<file path="src/rtl/fetch_exc_pipe_pkg.sv">
// Shared decode constants, exception codes and FSM encoding for the fetch
// exception pipe and any D-stage logic that reuses the branch decoder.
package fetch_exc_pipe_pkg;

  localparam logic [5:0] OP_SPECIAL = 6'h00;
  localparam logic [5:0] OP_REGIMM  = 6'h01;
  localparam logic [5:0] OP_J       = 6'h02;
  localparam logic [5:0] OP_JAL     = 6'h03;
  localparam logic [5:0] OP_BEQ     = 6'h04;
  localparam logic [5:0] OP_BNE     = 6'h05;
  localparam logic [5:0] OP_BLEZ    = 6'h06;
  localparam logic [5:0] OP_BGTZ    = 6'h07;

  localparam logic [5:0] FN_JR      = 6'h08;
  localparam logic [5:0] FN_JALR    = 6'h09;

  localparam logic [4:0] EXC_NONE   = 5'd0;
  localparam logic [4:0] EXC_ADEL   = 5'd4;

  typedef enum logic {
    ST_RUN  = 1'b0,
    ST_PEND = 1'b1
  } fetch_state_e;

  function automatic logic addr_fault(input logic [31:0] pc,
                                      input logic [31:0] lo,
                                      input logic [31:0] hi);
    return (pc[1:0] != 2'b00) || (pc < lo) || (pc > hi);
  endfunction

endpackage

</file>
<file path="src/rtl/fetch_exc_pipe_branch_dec.sv">
// Combinational branch/jump detector; flags instructions that own a delay slot.
module branch_dec
  import fetch_exc_pipe_pkg::*;
(
  input  logic [31:0] instr,
  output logic        is_branch
);

  logic [5:0] opcode;
  logic [5:0] funct;
  logic       unused_fields;

  assign opcode        = instr[31:26];
  assign funct         = instr[5:0];
  assign unused_fields = ^instr[25:6];

  always_comb begin
    is_branch = 1'b0;
    case (opcode)
      OP_BEQ, OP_BNE, OP_REGIMM, OP_BGTZ, OP_BLEZ, OP_J, OP_JAL:
        is_branch = 1'b1;
      OP_SPECIAL:
        is_branch = (funct == FN_JR) || (funct == FN_JALR);
      default:
        is_branch = 1'b0;
    endcase
  end

endmodule

</file>
<file path="src/rtl/fetch_exc_pipe.sv">
// F/D pipeline register with fetch address-error detection, delay-slot tagging
// and a RUN/PEND squash FSM that holds the pipe off until CP0 redirects.
//
// state   | meaning
// RUN     | fetches flow normally into D
// PEND    | a fetch fault sits in D; later fetches are squashed until flush
module fetch_exc_pipe
  import fetch_exc_pipe_pkg::*;
#(
  parameter int                ADDR_W  = 32,
  parameter logic [ADDR_W-1:0] TEXT_LO = ADDR_W'(32'h0000_3000),
  parameter logic [ADDR_W-1:0] TEXT_HI = ADDR_W'(32'h0000_4ffc),
  parameter int                EXC_W   = 5,
  parameter int                CNT_W   = 8
) (
  input  logic              clk,
  input  logic              reset,
  input  logic [ADDR_W-1:0] pc_f,
  input  logic              valid_f,
  input  logic [31:0]       instr_d,
  input  logic              valid_d_in,
  input  logic              stall,
  input  logic              flush,
  input  logic              cnt_clr,
  output logic [ADDR_W-1:0] pc_d,
  output logic              valid_d,
  output logic [EXC_W-1:0]  exccode_d,
  output logic              bd_d,
  output logic              kill_f,
  output logic [CNT_W-1:0]  exc_cnt
);

  fetch_state_e      state_q, state_d;
  logic [ADDR_W-1:0] fd_pc_q, fd_pc_d;
  logic              fd_valid_q, fd_valid_d;
  logic [EXC_W-1:0]  fd_exc_q, fd_exc_d;
  logic              fd_bd_q, fd_bd_d;
  logic [CNT_W-1:0]  cnt_q, cnt_d;

  logic d_is_branch;
  logic fault;
  logic advance;
  logic fetch_live;
  logic capture;

  branch_dec u_branch_dec (
    .instr     (instr_d),
    .is_branch (d_is_branch)
  );

  assign kill_f     = (state_q == ST_PEND);
  assign fault      = valid_f && ((pc_f[1:0] != 2'b00) || (pc_f < TEXT_LO) || (pc_f > TEXT_HI));
  assign advance    = !stall && !flush;
  assign fetch_live = valid_f && !kill_f;
  // only a live fetch that actually moves into D counts as a captured fault
  assign capture    = advance && fetch_live && fault;

  always_comb begin
    fd_pc_d    = fd_pc_q;
    fd_valid_d = fd_valid_q;
    fd_exc_d   = fd_exc_q;
    fd_bd_d    = fd_bd_q;
    if (flush) begin
      fd_valid_d = 1'b0;
      fd_exc_d   = '0;
      fd_bd_d    = 1'b0;
    end else if (advance) begin
      fd_pc_d    = pc_f;
      fd_valid_d = fetch_live;
      fd_exc_d   = (fetch_live && fault) ? EXC_W'(EXC_ADEL) : EXC_W'(EXC_NONE);
      fd_bd_d    = valid_d_in && d_is_branch && fetch_live;
    end
  end

  always_comb begin
    state_d = state_q;
    case (state_q)
      ST_RUN:  if (capture) state_d = ST_PEND;
      ST_PEND: if (flush)   state_d = ST_RUN;
      default:              state_d = ST_RUN;
    endcase
  end

  always_comb begin
    cnt_d = cnt_q;
    if (cnt_clr) begin
      cnt_d = capture ? CNT_W'(1) : '0;
    end else if (capture && (cnt_q != '1)) begin
      cnt_d = cnt_q + CNT_W'(1);
    end
  end

  always_ff @(posedge clk) begin
    if (!reset) begin
      state_q    <= ST_RUN;
      fd_pc_q    <= TEXT_LO;
      fd_valid_q <= 1'b0;
      fd_exc_q   <= '0;
      fd_bd_q    <= 1'b0;
      cnt_q      <= '0;
    end else begin
      state_q    <= state_d;
      fd_pc_q    <= fd_pc_d;
      fd_valid_q <= fd_valid_d;
      fd_exc_q   <= fd_exc_d;
      fd_bd_q    <= fd_bd_d;
      cnt_q      <= cnt_d;
    end
  end

  assign pc_d      = fd_pc_q;
  assign valid_d   = fd_valid_q;
  assign exccode_d = fd_exc_q;
  assign bd_d      = fd_bd_q;
  assign exc_cnt   = cnt_q;

endmodule

</file>
<file path="config.mk">
export PLATFORM = sky130hd
export DESIGN_NAME = fetch_exc_pipe
export DESIGN_NICKNAME = d
export VERILOG_FILES = /design/src/rtl/fetch_exc_pipe_pkg.sv /design/src/rtl/fetch_exc_pipe_branch_dec.sv /design/src/rtl/fetch_exc_pipe.sv
export SDC_FILE = /design/constraint.sdc
export NUM_CORES = 1
export LEC_CHECK = 0
export CORE_MARGIN = 3
export CORE_UTILIZATION = 36
export DETAILED_ROUTE_END_ITERATION = 8
export GPL_ROUTABILITY_DRIVEN = 0
export GPL_TIMING_DRIVEN = 0
export PLACE_DENSITY = 0.75
export SYNTH_ARGS = -nofsm -noshare
export SYNTH_HDL_FRONTEND = slang
export SYNTH_HIERARCHICAL = 1
export SYNTH_SLANG_ARGS = --single-unit
</file>
<file path="constraint.sdc">
create_clock -name clk -period 2.1 [get_ports clk]
set_input_delay 0.21 -clock clk [delete_from_list [all_inputs] [get_ports clk]]
set_output_delay 0.21 -clock clk [all_outputs]
set_load 0.02 [all_outputs]
</file>
==> flow_summary_export.csv, run 1 <==
group,metric,value,unit
outcome,outcome,"complete, no violations",
cts,cts_hold_buf,0,
global_routing,grt_pass1_wl,8290,um
placement,dp.cells,385,
layout,num_antenna_cells,0,
route,post_drt_wl_per_cell,13.2,um
floorplan,num_rows,25,
flow_run,cap_violations,0,
logic_synthesis,synth_seq_area_share,46.9,%
route,via_count,1883,
logic_synthesis,synth-main-ff-cell,"dfxtp_1",
sta,min_period,1940,ps
sta,hold-worst-slack,349,ps
logic_synthesis,synth_cell_types,37,
sta,hold_viol,0,
global_routing,track_usage,17.1,%
global_routing,overflow,0,
cts,cts_buffer_depth,2,
critical_path,end_kind,"flop",
cts,clock-sinks,44,
cts,insertion_delay,290,ps
placement,port_buffers,92,
floorplan,io_pins,119,
global_routing,grt_max_degree,13,
sta,fmax,514,MHz
floorplan,dieArea,0.00612,mm^2
logic_synthesis,synth_async_sr_flop_share,0,%
power,p_sw,430,uW
layout,area_delta_synth_final,59.3,%
power,p_sw_share,24.4,%
power,p_leak,1.03,nW
cts,ctsResizeCount,0,
logic_synthesis,yosysWarnings,6,
layout,fillers,464,
power,power_frac_seq,50.1,%
route,postRouteAntennaNets,0,
cts,clock-root-buffer,"clkbuf_8",
cts,cts.reportedPaths.clkPinSlew,80,ps
critical_path,critPathMaxFanout,10,
sta,fin_ws,155,ps
power,internal_power,1.33,mW
critical_path,path_class,"input port to flop",
power,pwr-share-clk,32.3,%
route,wirelength,5160,um
cts,cts_tree,"yes",
cts,numCtsBuffers,5,
critical_path,start_kind,"input port",
route,route.detailed.drc,0,
power,vdd_drop_max,0.391,mV
critical_path,arrival,2120,ps
sta,fin_worst_skew,3.82,ps
layout,fin_nets,397,
power,powerDensity,589,mW/mm^2
critical_path,required,2270,ps
logic_synthesis,synth.area.top_cells,"dfxtp_1 47%, nand2_1 14%, a21boi_0 13%",
floorplan,initial_core_util,38.5,%
layout,final_core_util,61.3,%
logic_synthesis,synth_top_area_share,46.9,%
sta,finalSetupTns,0,ps
floorplan,die_w,78.2,um
logic_synthesis,synth_cells,223,
floorplan,die_h,78.2,um
min_path,hp-class,"input port to flop",
placement,dp_hpwl,4050,um
sta,finalMaxSlewViolations,0,
cts,cts_setup_buffers,0,
global_routing,antenna_found_initial,0,
power,combPwrFrac,17.7,%
logic_synthesis,yosys.area.top_type,"dfxtp_1",
sta,setup_viol,0,
logic_synthesis,synth_most_common_cell,"nand2_1",
layout,fin_cells,392,
layout,drive_gt1_share,4.92,%
logic_synthesis,ys_seq_elements,44,
route,via_per_inst,4.80,
global_routing,grt_pass1_vias,1783,
logic_synthesis,syn_area,0.00188,mm^2
sta,rsz0062_at_grt,"false",
sta,min_period_over_period,92.6,%
route,firstDrtPassIters,4,
logic_synthesis,syn_avg_cell_area,8.42,um^2
placement,dp_slack,-172,ps
logic_synthesis,synthTopCellsByCount,"69 x nand2_1, 44 x dfxtp_1, 32 x a21boi_0, 10 x clkbuf_1",
cts,cts_max_level,2,
floorplan,fp.coreArea,0.00488,mm^2
logic_synthesis,synth-edff-count,0,
route,drt_iter0_markers,64,
[state kept, by name (all words and copies together) (netlist names)]
signal and cells:
bd_d 1, exc_cnt 8, exccode_d 1, kill_f 1, pc_d 32, valid_d 1
[area by class of cell]
type	instances	area (um^2)	share of cell area (%)
multi-input combinational	164	916	30.6
buffer	16	83.8	2.80
sequential	44	881	29.5
clock buffer	7	96.3	3.22
inverter	2	7.51	0.251
timing repair buffer	92	921	30.8
tap	67	83.8	2.80
[worst paths after layout]
path | from | end | slack, ps | cells after the start
worst max-delay path | flush | exc_cnt[2]$_SDFFE_PN0P_ | 160 | 8
worst min-delay path | reset | pc_d[28]$_SDFFE_PN0P_ | 350 | 2
worst max register to register | exc_cnt[0]$_SDFFE_PN0P_ | exc_cnt[7]$_SDFFE_PN0P_ | 490 | 5
worst min register to register | pc_d[0]$_SDFFE_PN0P_ | pc_d[0]$_SDFFE_PN0P_ | 460 | 2
[cells in the final DEF (no fill, tap or decap), drive strengths merged, types with 2 or more instances in the layout]
master	instances
o31ai	2
nand3	6
nor3	3
o21ai	4
and4	2
nor4	4
nor2b	2
a21oi	6
clkdlybuf4s50	92
nor3b	2
o41ai	3
or4	3
o311ai	2
conb	4
nand2b	4
a21boi	32
inv	2
nand2	69
buf	6
clkbuf	17
dfxtp	44
nor2	5
[routing by layer]
layer	vias up	GRT usage, %	routed length (um)
met4	0	4.20	34
met5	-	0	0
met3	4	7.34	495
met1	847	20.1	2240
li1	964	-	-
met2	68	28.6	2390
[power by group through the flow]
stage               registers, mW  clock network (mW)  logic, mW
finish                      0.881               0.568      0.311
global route                0.886               0.626      0.337
CTS                         0.881               0.589      0.315
detailed placement          0.901                   0      0.313
global placement            0.899                   0      0.310
floorplan                   0.938                   0     0.0913
[cells by family (layout without fill, tap and decap cells)]
| family | count (synthesis) | after routing | share of synthesized area, % |
|---|---|---|---|
| AO/OA/AOI/OAI | 53 | 53 | 20.6 |
| multiplexers | 1 | 1 | 0.533 |
| adder cells (fa/ha/maj) | 1 | 1 | 0.667 |
| buffers and inverters | 18 | 117 | 4.87 |
| flip-flops | 44 | 44 | 46.9 |
| AND/OR/NAND/NOR | 105 | 105 | 26.2 |
| other | 1 | 4 | 0.200 |
[through the flow]
step / instance area (um^2) / power (mW)
6_report: 2990 / 1.76
3_5_place_dp: 2890 / 1.21
5_1_grt: 2990 / 1.85
3_3_place_gp: 2890 / 1.21
2_1_floorplan: 1890 / 1.03
4_1_cts: 2990 / 1.78
[critical path, stage by stage]
cell and delay, ps:
clkdlybuf4s50_1 460, or2_1 260, buf_6 140, nor3b_4 250
o21ai_2 160, buf_2 210, o311ai_0 310, o41ai_1 120
(Power assumes the default switching activity.)
==> run 2, diff against run 1 <==
CORE_ASPECT_RATIO = 0.9   (was not set)
==> run 2 against run 1 <==
  * Combinational power about the same
  * Via count down 0.74%
  * Cell count down 0.51%
  * Global-route usage down 0.12 points
  * Sequential power about the same
  * Largest power group unchanged
  * Highest routed layer unchanged
==> flow_summary_export.csv, run 2 (synthesis gave the netlist of run 1 again) <==
group,metric,value,unit
critical_path,r2r-end,"exc_cnt[4]$_SDFFE_PN0P_",
sta,min_period_over_period,95.9,%
sta,finalMaxSlewViolations,0,
route,drt_iter0_markers,47,
layout,stdcell_area,0.00299,mm^2
layout,area_delta_synth_final,59.1,%
global_routing,grt_pass1_wl,7910,um
cts,cts_setup_buffers,0,
layout,fin_cells,390,
critical_path,slowest_stage,"clkdlybuf4s50_1",
sta,min_period,2010,ps
placement,dp_hpwl,3870,um
route,postRouteAntennaNets,0,
cts,clock-sinks,44,
route,route.detailed.drc,0,
cts,clock-root-buffer,"clkbuf_8",
power,internal_power,1.33,mW
power,combPwrFrac,17.7,%
cts,cts.reportedPaths.clkPinSlew,90,ps
floorplan,die_h,74.5,um
floorplan,io_pins,119,
floorplan,initial_core_util,38.1,%
route,firstDrtPassIters,4,
critical_path,arrival,2190,ps
floorplan,dieArea,0.00612,mm^2
power,power_frac_seq,49.9,%
cts,cts_tree,"yes",
sta,rsz0062_at_grt,"false",
min_path,hp-class,"input port to flop",
critical_path,r2r_cells,4,
critical_path,critPathMaxFanout,10,
placement,dpl-instance-area,0.00289,mm^2
global_routing,overflow,0,
cts,cts_hold_buf,0,
critical_path,r2r_start,"exc_cnt[0]$_SDFFE_PN0P_",
global_routing,antenna_found_initial,0,
cts,insertion_delay,300,ps
layout,num_antenna_cells,0,
floorplan,die_w,82.1,um
cts,cts_max_level,2,
critical_path,required,2280,ps
layout,drive_gt1_share,4.92,%
critical_path,start_kind,"input port",
global_routing,grt_max_degree,13,
floorplan,fp.coreArea,0.00492,mm^2
sta,fmax,496,MHz
power,p_sw,434,uW
layout,layout_commonest_cell,"clkdlybuf4s50_1",
sta,fin_worst_skew,7.70,ps
layout,fin_nets,397,
layout,largest_register_ffs,32,
min_path,whs_endpoint,"pc_d[27]$_SDFFE_PN0P_",
critical_path,cp_cell_sequence,"clkdlybuf4s50_1, or2_1, buf_6, nor3b_4, o21ai_2, buf_2, o311ai_0, o41ai_1",
power,vdd_drop_max,0.282,mV
power,p_sw_share,24.6,%
min_path,min-delay-start,"reset",
critical_path,path_buf_inv,3,
route,via_per_inst,4.79,
placement,dp.cells,383,
min_path,whs_path_depth,2,
layout,final_cell_mix,"92 x clkdlybuf4s50_1, 69 x nand2_1, 44 x dfxtp_1, 32 x a21boi_0, 10 x clkbuf_1",
critical_path,r2r_setup_slack,480,ps
global_routing,track_usage,16.9,%
route,wirelength,5090,um
power,pwr-share-clk,32.4,%
sta,setup_viol,0,
cts,ctsResizeCount,0,
flow_run,cap_violations,0,
power,p_leak,1.03,nW
outcome,outcome,"complete, no violations",
route,post_drt_wl_per_cell,13.0,um
cts,cts_buffer_depth,2,
critical_path,path_class,"input port to flop",
critical_path,end_kind,"flop",
critical_path,crit_family,"buffers and inverters",
power,powerDensity,591,mW/mm^2
route,via_count,1869,
sta,hold-worst-slack,348,ps
sta,hold_viol,0,
placement,port_buffers,92,
cts,numCtsBuffers,5,
critical_path,slowest_delay,460,ps
floorplan,num_rows,24,
layout,fillers,441,
global_routing,grt_pass1_vias,1729,
## run 2: cell counts in the layout (fill, tap and decap cells not counted)
Identical to the previous run, type by type.
## run 2: power groups by stage
stage	Sequential (mW)	Combinational [mW]	Clock (mW)
after floorplan	0.938	0.0913	0
after global placement	0.900	0.310	0
after detailed placement	0.900	0.314	0
after CTS	0.881	0.315	0.589
after global routing	0.885	0.337	0.636
final	0.880	0.312	0.572
## run 2: worst max path at each step
stage | start | to | slack, ps | cells after the start
finish | flush | exc_cnt[2]$_SDFFE_PN0P_ | 90 | 8
global route | pc_f[30] | exc_cnt[2]$_SDFFE_PN0P_ | 40 | 7
CTS | flush | exc_cnt[2]$_SDFFE_PN0P_ | 100 | 8
detailed placement | flush | exc_cnt[2]$_SDFFE_PN0P_ | -200 | 8
global placement | flush | exc_cnt[2]$_SDFFE_PN0P_ | -150 | 8
floorplan | flush | exc_cnt[2]$_SDFFE_PN0P_ | 490 | 7
## run 2: routing by layer
| layer | GRT usage [%] | wire length, um |
|---|---|---|
| met1 | 20.6 | 2150 |
| met5 | 0 | 0 |
| met4 | 5.90 | 76 |
| met2 | 27.4 | 2440 |
| met3 | 6.54 | 414 |
## run 2: area by class of cell
class                           instances  area, um^2  share of cell area (%)
Inverter                                2        7.51                   0.251
Tap cell                               65        81.3                    2.72
Clock buffer                            7        96.3                    3.23
Multi-Input combinational cell        164         916                    30.7
Timing Repair Buffer                   92         921                    30.8
Buffer                                 16        83.8                    2.81
Sequential cell                        44         881                    29.5
## run 2: stage by stage
stage / total power, mW / util, % / setup WS [ps] / setup TNS [ps]
2_1_floorplan: 1.03 / - / 494 / 0
6_report: 1.76 / 60.6 / 85.5 / 0
4_1_cts: 1.78 / 60.6 / 104 / 0
5_1_grt: 1.86 / 60.6 / 35.3 / 0
3_5_place_dp: 1.21 / 58.7 / -196 / -935
3_3_place_gp: 1.21 / 58.7 / -146 / -702
==> run 3, diff against run 2 <==
CORE_UTILIZATION = 33   (was 36)
HOLD_SLACK_MARGIN = 0.02   (was not set)
PLACE_DENSITY = 0.73   (was 0.75)
clock period = 1.85 ns   (was 2.1 ns; I/O delays follow)
==> run 3 against run 2 <==
  * Combinational power is 15% higher
  * Sequential share of layout area is 0.85 points lower
  * Hold slack got worse by 31 ps
  * Core utilization decreased by 3.5 points
  * Cell count rose by 1.3%
  * Register-to-register slack got worse by 280 ps
  * First-iteration DRC count grew 6.4%
  * Non-clock buffer count is 2 higher
  * Sequential power grew 14%
  * Critical endpoint is now exc_cnt[6]$_SDFFE_PN0P_
  * Largest power group unchanged
==> flow_summary_export.csv, run 3 (synthesis gave the netlist of run 1 again) <==
group,metric,value,unit
global_routing,grt_pass1_vias,1858,
power,p_leak,1.06,nW
sta,min_period_over_period,98.8,%
route,wl_met3,379,um
critical_path,critPathMaxFanout,8,
layout,final_core_util,57.2,%
sta,hold-worst-slack,317,ps
global_routing,overflow,0,
power,powerDensity,695,mW/mm^2
critical_path,slowest_stage,"or4_1",
power,vdd_drop_max,0.367,mV
power,internal_power,1.62,mW
critical_path,path_class,"input port to flop",
critical_path,slowest_delay,530,ps
route,firstDrtPassIters,4,
power,power_frac_seq,46.8,%
critical_path,r2r_start,"exc_cnt[0]$_SDFFE_PN0P_",
power,p_sw,514,uW
placement,dp_hpwl,3890,um
flow_run,cap_violations,0,
min_path,whs_path_depth,2,
floorplan,dieArea,0.00663,mm^2
min_path,hp-class,"input port to flop",
global_routing,grt_pass1_wl,8350,um
cts,cts_buffer_depth,2,
floorplan,num_rows,25,
critical_path,r2r_setup_slack,200,ps
layout,final_cell_mix,"92 x clkdlybuf4s50_1, 69 x nand2_1, 44 x dfxtp_1, 32 x a21boi_0, 10 x clkbuf_1",
critical_path,required,2080,ps
floorplan,io_pins,119,
critical_path,r2r-end,"exc_cnt[5]$_SDFFE_PN0P_",
sta,fmax,547,MHz
layout,largest_register_ffs,32,
route,wirelength,5070,um
sta,min_period,1830,ps
layout,area_delta_synth_final,63.9,%
outcome,outcome,"complete, no violations",
cts,numCtsBuffers,5,
cts,cts_max_level,2,
critical_path,crit_family,"simple AND/OR/NAND/NOR gates",
cts,insertion_delay,300,ps
power,pwr-share-clk,36.4,%
critical_path,start_kind,"input port",
power,p_sw_share,24.0,%
sta,rsz0062_at_grt,"true",
cts,cts_tree,"yes",
sta,setup_viol,0,
layout,stdcell_area,0.00308,mm^2
global_routing,antenna_found_initial,0,
route,met2_length,2400,um
placement,port_buffers,92,
critical_path,path_buf_inv,2,
sta,finalMaxSlewViolations,0,
critical_path,crit_start,"flush",
floorplan,die_w,85.5,um
route,post_drt_wl_per_cell,12.8,um
floorplan,fp.coreArea,0.00538,mm^2
cts,cts.reportedPaths.clkPinSlew,80,ps
route,drt_iter0_markers,50,
sta,fin_ws,21.3,ps
cts,clock-sinks,44,
route,maxUsedRoutingLayer,"met4",
placement,dpl-instance-area,0.00289,mm^2
route,via_count,1908,
route,via_per_inst,4.83,
global_routing,grt_max_degree,15,
cts,cts_hold_buf,0,
power,power,2.14,mW
critical_path,arrival,2060,ps
power,combPwrFrac,16.8,%
critical_path,cp_cell_sequence,"clkdlybuf4s50_1, or2_1, buf_6, nor3b_4, o21ai_4, or4_1, a21oi_2",
critical_path,r2r_cells,5,
route,route.detailed.drc,0,
placement,dp_slack,-414,ps
layout,num_antenna_cells,0,
min_path,min-delay-start,"reset",
sta,hold_viol,0,
global_routing,track_usage,15.5,%
sta,fin_worst_skew,7.47,ps
layout,fin_nets,399,
cts,clock-root-buffer,"clkbuf_8",
layout,layout_commonest_cell,"clkdlybuf4s50_1",
route,postRouteAntennaNets,0,
min_path,whs_endpoint,"pc_d[26]$_SDFFE_PN0P_",
route,wl_met1,2220,um
floorplan,die_h,77.5,um
floorplan,initial_core_util,34.9,%
critical_path,end_kind,"flop",
layout,drive_gt1_share,7.93,%
## run 3: cell count changes in the layout (fill, tap and decap cells not counted), moves of 2 or more
cell | previous run | this run
nor4_2 | 0 | 2
buf_4 | 4 | 6
a21oi_1 | 6 | 4
a21oi_2 | 0 | 2
nor4_1 | 4 | 2
## run 3: what timing repair did
action | in CTS | in global routing
gates resized for setup | 2 | 8
pin swaps | 1 | 2
endpoints found under the setup margin | 5 | 8
cloned | 0 | 0
setup buffers | 1 | 1
## run 3: metrics by stage
| step | TNS, ps | instances |
|---|---|---|
| 2_1_floorplan | 0 | 226 |
| 3_5_place_dp | -3120 | 385 |
| 5_1_grt | -57.6 | 395 |
| 6_report | 0 | 395 |
| 4_1_cts | 0 | 394 |
| 3_3_place_gp | -2960 | 385 |
## run 3: worst register-to-register path: cells and delay by family, from the launching register on
family	cells	cell delay, ps
AOI/OAI and AO/OA	1	140
DFF	1	360
and+or+nand+nor	3	820
adders and majority gates	1	270
## run 3: area by class of cell
type	count	area, um^2
multi-input cells	164	960
clock inverters	2	38.8
clock buffers	6	82.6
well taps	67	83.8
plain buffers	16	86.3
fillers	501	2300
flip-flops and latches	44	881
repair buffers	94	936
inverters	2	7.51
## run 3: how the worst max path moves through the flow
stage | to | slack [ps] | depth (start not counted)
floorplan | exc_cnt[2]$_SDFFE_PN0P_ | 270 | 7
global placement | exc_cnt[2]$_SDFFE_PN0P_ | -380 | 8
detailed placement | exc_cnt[2]$_SDFFE_PN0P_ | -410 | 8
CTS | exc_cnt[0]$_SDFFE_PN0P_ | 10 | 7
global route | exc_cnt[7]$_SDFFE_PN0P_ | -20 | 7
finish | exc_cnt[6]$_SDFFE_PN0P_ | 20 | 7
## run 3: power groups by stage
stage,logic (mW),clock network (mW),registers [mW]
final,0.358,0.778,1.00
after global routing,0.387,0.847,1.01
after CTS,0.358,0.799,1.00
after detailed placement,0.354,0,1.02
after global placement,0.353,0,1.02
after floorplan,0.104,0,1.07
## run 3: routing by layer
layer / track usage [%] / vias to the layer above
li1: - / 971
met1: 18.9 / 875
met2: 25.6 / 55
met3: 5.10 / 7
met4: 4.91 / 0
met5: 0 / -
==> variant 1 (settings of run 3) <==
`EXC_W`: 5 -> 10.
--- a/src/rtl/fetch_exc_pipe.sv
+++ b/src/rtl/fetch_exc_pipe.sv
@@ -12,3 +12,3 @@
   parameter logic [ADDR_W-1:0] TEXT_HI = ADDR_W'(32'h0000_4ffc),
-  parameter int                EXC_W   = 5,
+  parameter int                EXC_W   = 10,
   parameter int                CNT_W   = 8
Ports: changed (resized exccode_d); port bits go from 119 to 124. No check against the original RTL was run, so the function may have changed too.
==> variant 1 against run 3 <==
Register-to-register slack improved by 0.03 ns. Largest cell class unchanged. Wire length rose by 2.7%. Final area rose by 0.49%. Die area rose by 1.8%. Worst setup slack improved by 0.095 ns. Synthesized cell count rose by 2.2%. Fmax rose by 5.5%. Power fell by 6.7%. Sequential cell count did not move. Cell count rose by 2.3%. Non-clock buffer count rose by 4. Synthesized area rose by 2.0%.
==> variant 1: results (changes against run 3) <==
GRT
  – Global-route total usage across every layer: 15.74% (+0.26 points)
  – Global-route wire length before repair: 8604 um (+3.1%)
  – Largest net degree at the start of global routing: 14 (-1)
  – GR Util met2: 26.96% (+1.3 points)
  – M3 GR Usage: 5.456% (+0.36 points)
  – Met1 usage: 19.06% (+0.13 points)

Cells and area
  – Nets: 408 (+2.3%)
  – Layout cells sized above 1: 8.012% (+0.085 points)

Placement
  – DP Wirelength: 4087 um (+5.1%)

Min path
  – Hold_sp: stall
  – Worst hold stages: 3 (+1)
  – Endpoint with the worst hold slack: valid_d

Timing
  – Final setup skew: 0.009341 ns (+0.001873 ns)
  – Final hold slack: 0.2051 ns (-0.1120 ns)

Drt
  – WL final: 5211 um (+2.7%)
  – Total number of vias: 1,902 (-0.31%)
  – Initial DRC Count: 25 (-50%)
  – Met2 WL post-DR: 2567 um (+6.9%)

Synth
  – Post-synthesis adder-cell area fraction: 0.6536% (-0.013 points)
  – Synth top area cells: dfxtp_1 (46%), nand2_1 (14%), a21boi_0 (13%)
  – Synth top cells by count: nand2_1 (69), dfxtp_1 (44), a21boi_0 (32), clkbuf_1 (10), buf_4 (9)
  – Compound-Gate Fraction of Synth Area: 20.20% (-0.40 points)
  – Sequential cell area fraction in the yosys report: 46.01% (-0.92 points)

Pwr
  – Worst VDD drop: 0.3813 mV (+3.9%)
  – Clock share of power: 31.0% (-5.4 points)
  – Seq group: 1.00 mW (about the same)
  – Reg power frac: 50.2% (+3.4 points)

Critical path
  – Crit path DAT: 1.95 ns (-0.11 ns)
  – Worst setup startpoint: pc_f[14]
  – RR Endpoint: exc_cnt[7]
  – Reg-to-reg slack, setup: 0.23 ns (+0.03 ns)
  – Max FO, Critical Path: 7 (-1)
  – Max incr delay on CP: 0.51 ns (-0.02 ns)
  – Setup crit end: exc_cnt[6]

Status
  – Status: completed

Clocking
  – Clk_lat worst skew: 0.29 ns
-- variant 1: cell types whose count changed in the layout (fill, tap and decap cells not counted), moves of 2 or more --
cell / delta
conb_1: +5
dlymetal6s2s_1: +2
buf_4: +5
clkdlybuf4s50_1: -2
-- variant 1: cell type report --
| cell class | instances | area [um2] |
|---|---|---|
| fillers | 522 | 2352 |
| plain buffers | 21 | 123.9 |
| flip-flops and latches | 44 | 880.8 |
| inverters | 2 | 7.507 |
| clock inverters | 1 | 7.507 |
| well taps | 67 | 83.83 |
| multi-input cells | 169 | 967.2 |
| repair buffers | 93 | 933.4 |
| clock buffers | 7 | 86.33 |
-- variant 1: metrics by stage --
stage | instance area (um2) | setup slack (ns) | instances
3_3_place_gp | 2949 | -0.3814 | 395
4_1_cts | 3058 | 0.001271 | 404
5_1_grt | 3090 | 0.01174 | 404
6_report | 3090 | 0.1167 | 404
2_1_floorplan | 1944 | 0.2691 | 236
3_5_place_dp | 2949 | -0.4309 | 395
==> variant 2 (settings of run 3) <==
Made on the original files. Put one more register stage on the output `exc_cnt`, with the module's reset. The value now appears one clock later. The other outputs are not delayed to match.
--- a/src/rtl/fetch_exc_pipe.sv
+++ b/src/rtl/fetch_exc_pipe.sv
@@ -114,3 +114,9 @@
   assign bd_d      = fd_bd_q;
-  assign exc_cnt   = cnt_q;
+  always_ff @(posedge clk) begin
+    if (!reset) begin
+      exc_cnt <= '0;
+    end else begin
+      exc_cnt <= cnt_q;
+    end
+  end
 
Formal check against the unedited RTL: not equivalent (a bounded check fails within 4 cycles, from zero or initial values and one cycle with reset low).
==> variant 2 against run 3 <==
Sequential cell count rose by 8. Wire length rose by 8.8%. Global-route usage decreased by 0.47 points. Cell count grew 8.9%. Power rose by 2.5%. Final area is 6.0% higher. Via count grew 4.1%. Synthesized area rose by 12%. Clock skew shrank 0.0037 ns. Worst setup slack improved by 0.068 ns. Sequential power rose by 17%.
==> variant 2: results (changes against run 3) <==
Synth
  – Cells after synthesis: 241 (+8.1%)
  – Syn. warnings: 6 (unchanged)
  – Cell variety after synth: 38 (+2.7%)
  – Synth top area cells: dfxtp_1 (50%), nand2_1 (13%), a21boi_0 (8.6%)
  – Synth top cells by count: nand2_1 (71), dfxtp_1 (52), a21boi_0 (24), clkbuf_1 (11)
  – Async SR Flop Fraction: 0% (unchanged)
  – Area of the mapped netlist: 0.002096 mm2 (+12%)
  – Sequential cell area fraction in the yosys report: 49.67% (+2.7 points)

GRT
  – Global-route wire length before repair: 8749 um (+4.8%)
  – Largest net degree at the start of global routing: 16 (+1)
  – Vias in the first global route: 1,872 (+0.75%)
  – Initial antenna violation count: 0 (unchanged)
  – Global-route total usage across every layer: 15.01% (-0.47 points)

Critical path
  – Crit path DAT: 1.96 ns (-0.10 ns)
  – Max FO, Critical Path: 10 (+2)
  – Reg-to-reg slack, setup: 0.22 ns (+0.02 ns)

Pwr
  – Worst VDD drop: 0.3862 mV (+5.3%)
  – P_leak: 1.150 nW (+8.3%)

Placement
  – Buffers on Ports: 92 (unchanged)
  – Setup WS pre-CTS: -0.3940 ns (+0.02044 ns)
  – DP Wirelength: 4267 um (+9.7%)
  – Cell Area, Placed: 0.003133 mm2 (+8.3%)

Drt
  – First-pass DRT Iterations: 4 (unchanged)
  – WL final: 5522 um (+8.8%)
  – Initial DRC Count: 71 (+42%)
  – Via density: 4.621 (-4.3%)

Timing
  – Final setup skew: 0.003731 ns (-0.003736 ns)
  – Fin crit period: 1.761 ns (-0.06764 ns)

Min path
  – Tightest Hold Check Type: input port to flip-flop

Clocking
  – Clk_lat worst skew: 0.30 ns (about the same)
  – Clock tree buffer depth: 2 (unchanged)
  – H-tree depth: 2 (unchanged)
  – Num CTS Buffers: 5 (unchanged)
  – Clock transition at the registers of the reported paths: 0.09 ns
  – Clk root buf: clkbuf_8

Floorplanning
  – Die Wd: 90 um (+5.3%)

Cells and area
  – Nets: 417 (+4.5%)
  – Diode count: 0 (unchanged)
  – Fillcell total: 572 (+14%)
  – Non-filler cells, final: 430 (+8.9%)
  – Max reg flops: 32 (unchanged)
  – Layout cells sized above 1: 5.780% (-2.1 points)

Status
  – Status: completed
[variant 2: cell count changes after synthesis, sizes merged, moves of 2 or more]
cell    change
nand4       +2
o21ai       -2
o311ai      -2
nand2       +2
o31ai       +2
dfxtp       +8
and2        +8
o41ai       -2
a21oi       +2
[variant 2: final cells by class]
class | instances | area share (%)
clock inverter | 2 | 0.3070
timing repair buffer | 94 | 28.86
clock buffer | 6 | 2.533
tap | 84 | 3.223
sequential | 52 | 31.93
multi-input combinational | 174 | 30.16
inverter | 1 | 0.1151
buffer | 17 | 2.878
[variant 2: logic make-up (layout without fill, tap and decap cells)]
| logic type | Yosys count | after routing | share of synthesized area [%] |
|---|---|---|---|
| adders and majority gates | 1 | 1 | 0.5969 |
| other | 1 | 4 | 0.1789 |
| buffers and inverters | 18 | 120 | 4.657 |
| and+or+nand+nor | 115 | 115 | 25.85 |
| AOI/OAI and AO/OA | 54 | 54 | 19.05 |
| DFF | 52 | 52 | 49.67 |
[variant 2: metrics by stage]
stage / hold slack, ns / util (%)
after detailed placement: 0.4492 / 52.92
final: 0.2042 / 55.07
after global routing: 0.2409 / 55.07
after floorplan: 0.3090 / -
after global placement: 0.4414 / 52.92
after CTS: 0.2837 / 54.75
[variant 2: layer usage]
metal	wire (um)	vias to the layer above	GRT usage [%]	share of wire, %
met5	0	-	0	0
met4	40	0	4.128	0.72
met3	450	4	5.769	8.1
met2	2624	66	25.50	48
met1	2408	893	17.99	44
li1	-	1024	-	-
[variant 2: critical path: stages]
cell and delay (ns):
clkdlybuf4s50_1 0.44, nor4_1 0.29, nand3_1 0.21, o31ai_4 0.40, buf_6 0.19, nor2_1 0.05
a32o_1 0.19
[variant 2: worst paths after layout]
check	startpoint	to	cells past startpoint
setup / recovery	pc_f[0]	cnt_q[0]	7
hold reg to reg	pc_d[31]	pc_d[31]	2
hold / removal	stall	valid_d	3
setup reg to reg	cnt_q[0]	cnt_q[5]	5
[variant 2: timing repair]
item	4_1_cts	5_1_grt
buffers inserted	1	1
gates resized for setup	1	3
pin swaps	1	1
endpoints found under the setup margin	4	7
[variant 2: report_power, final]
part	internal (mW)	switching [mW]	total, mW
sequential	1.15	0.0188	1.17
clock	0.299	0.353	0.652
combinational	0.200	0.165	0.365
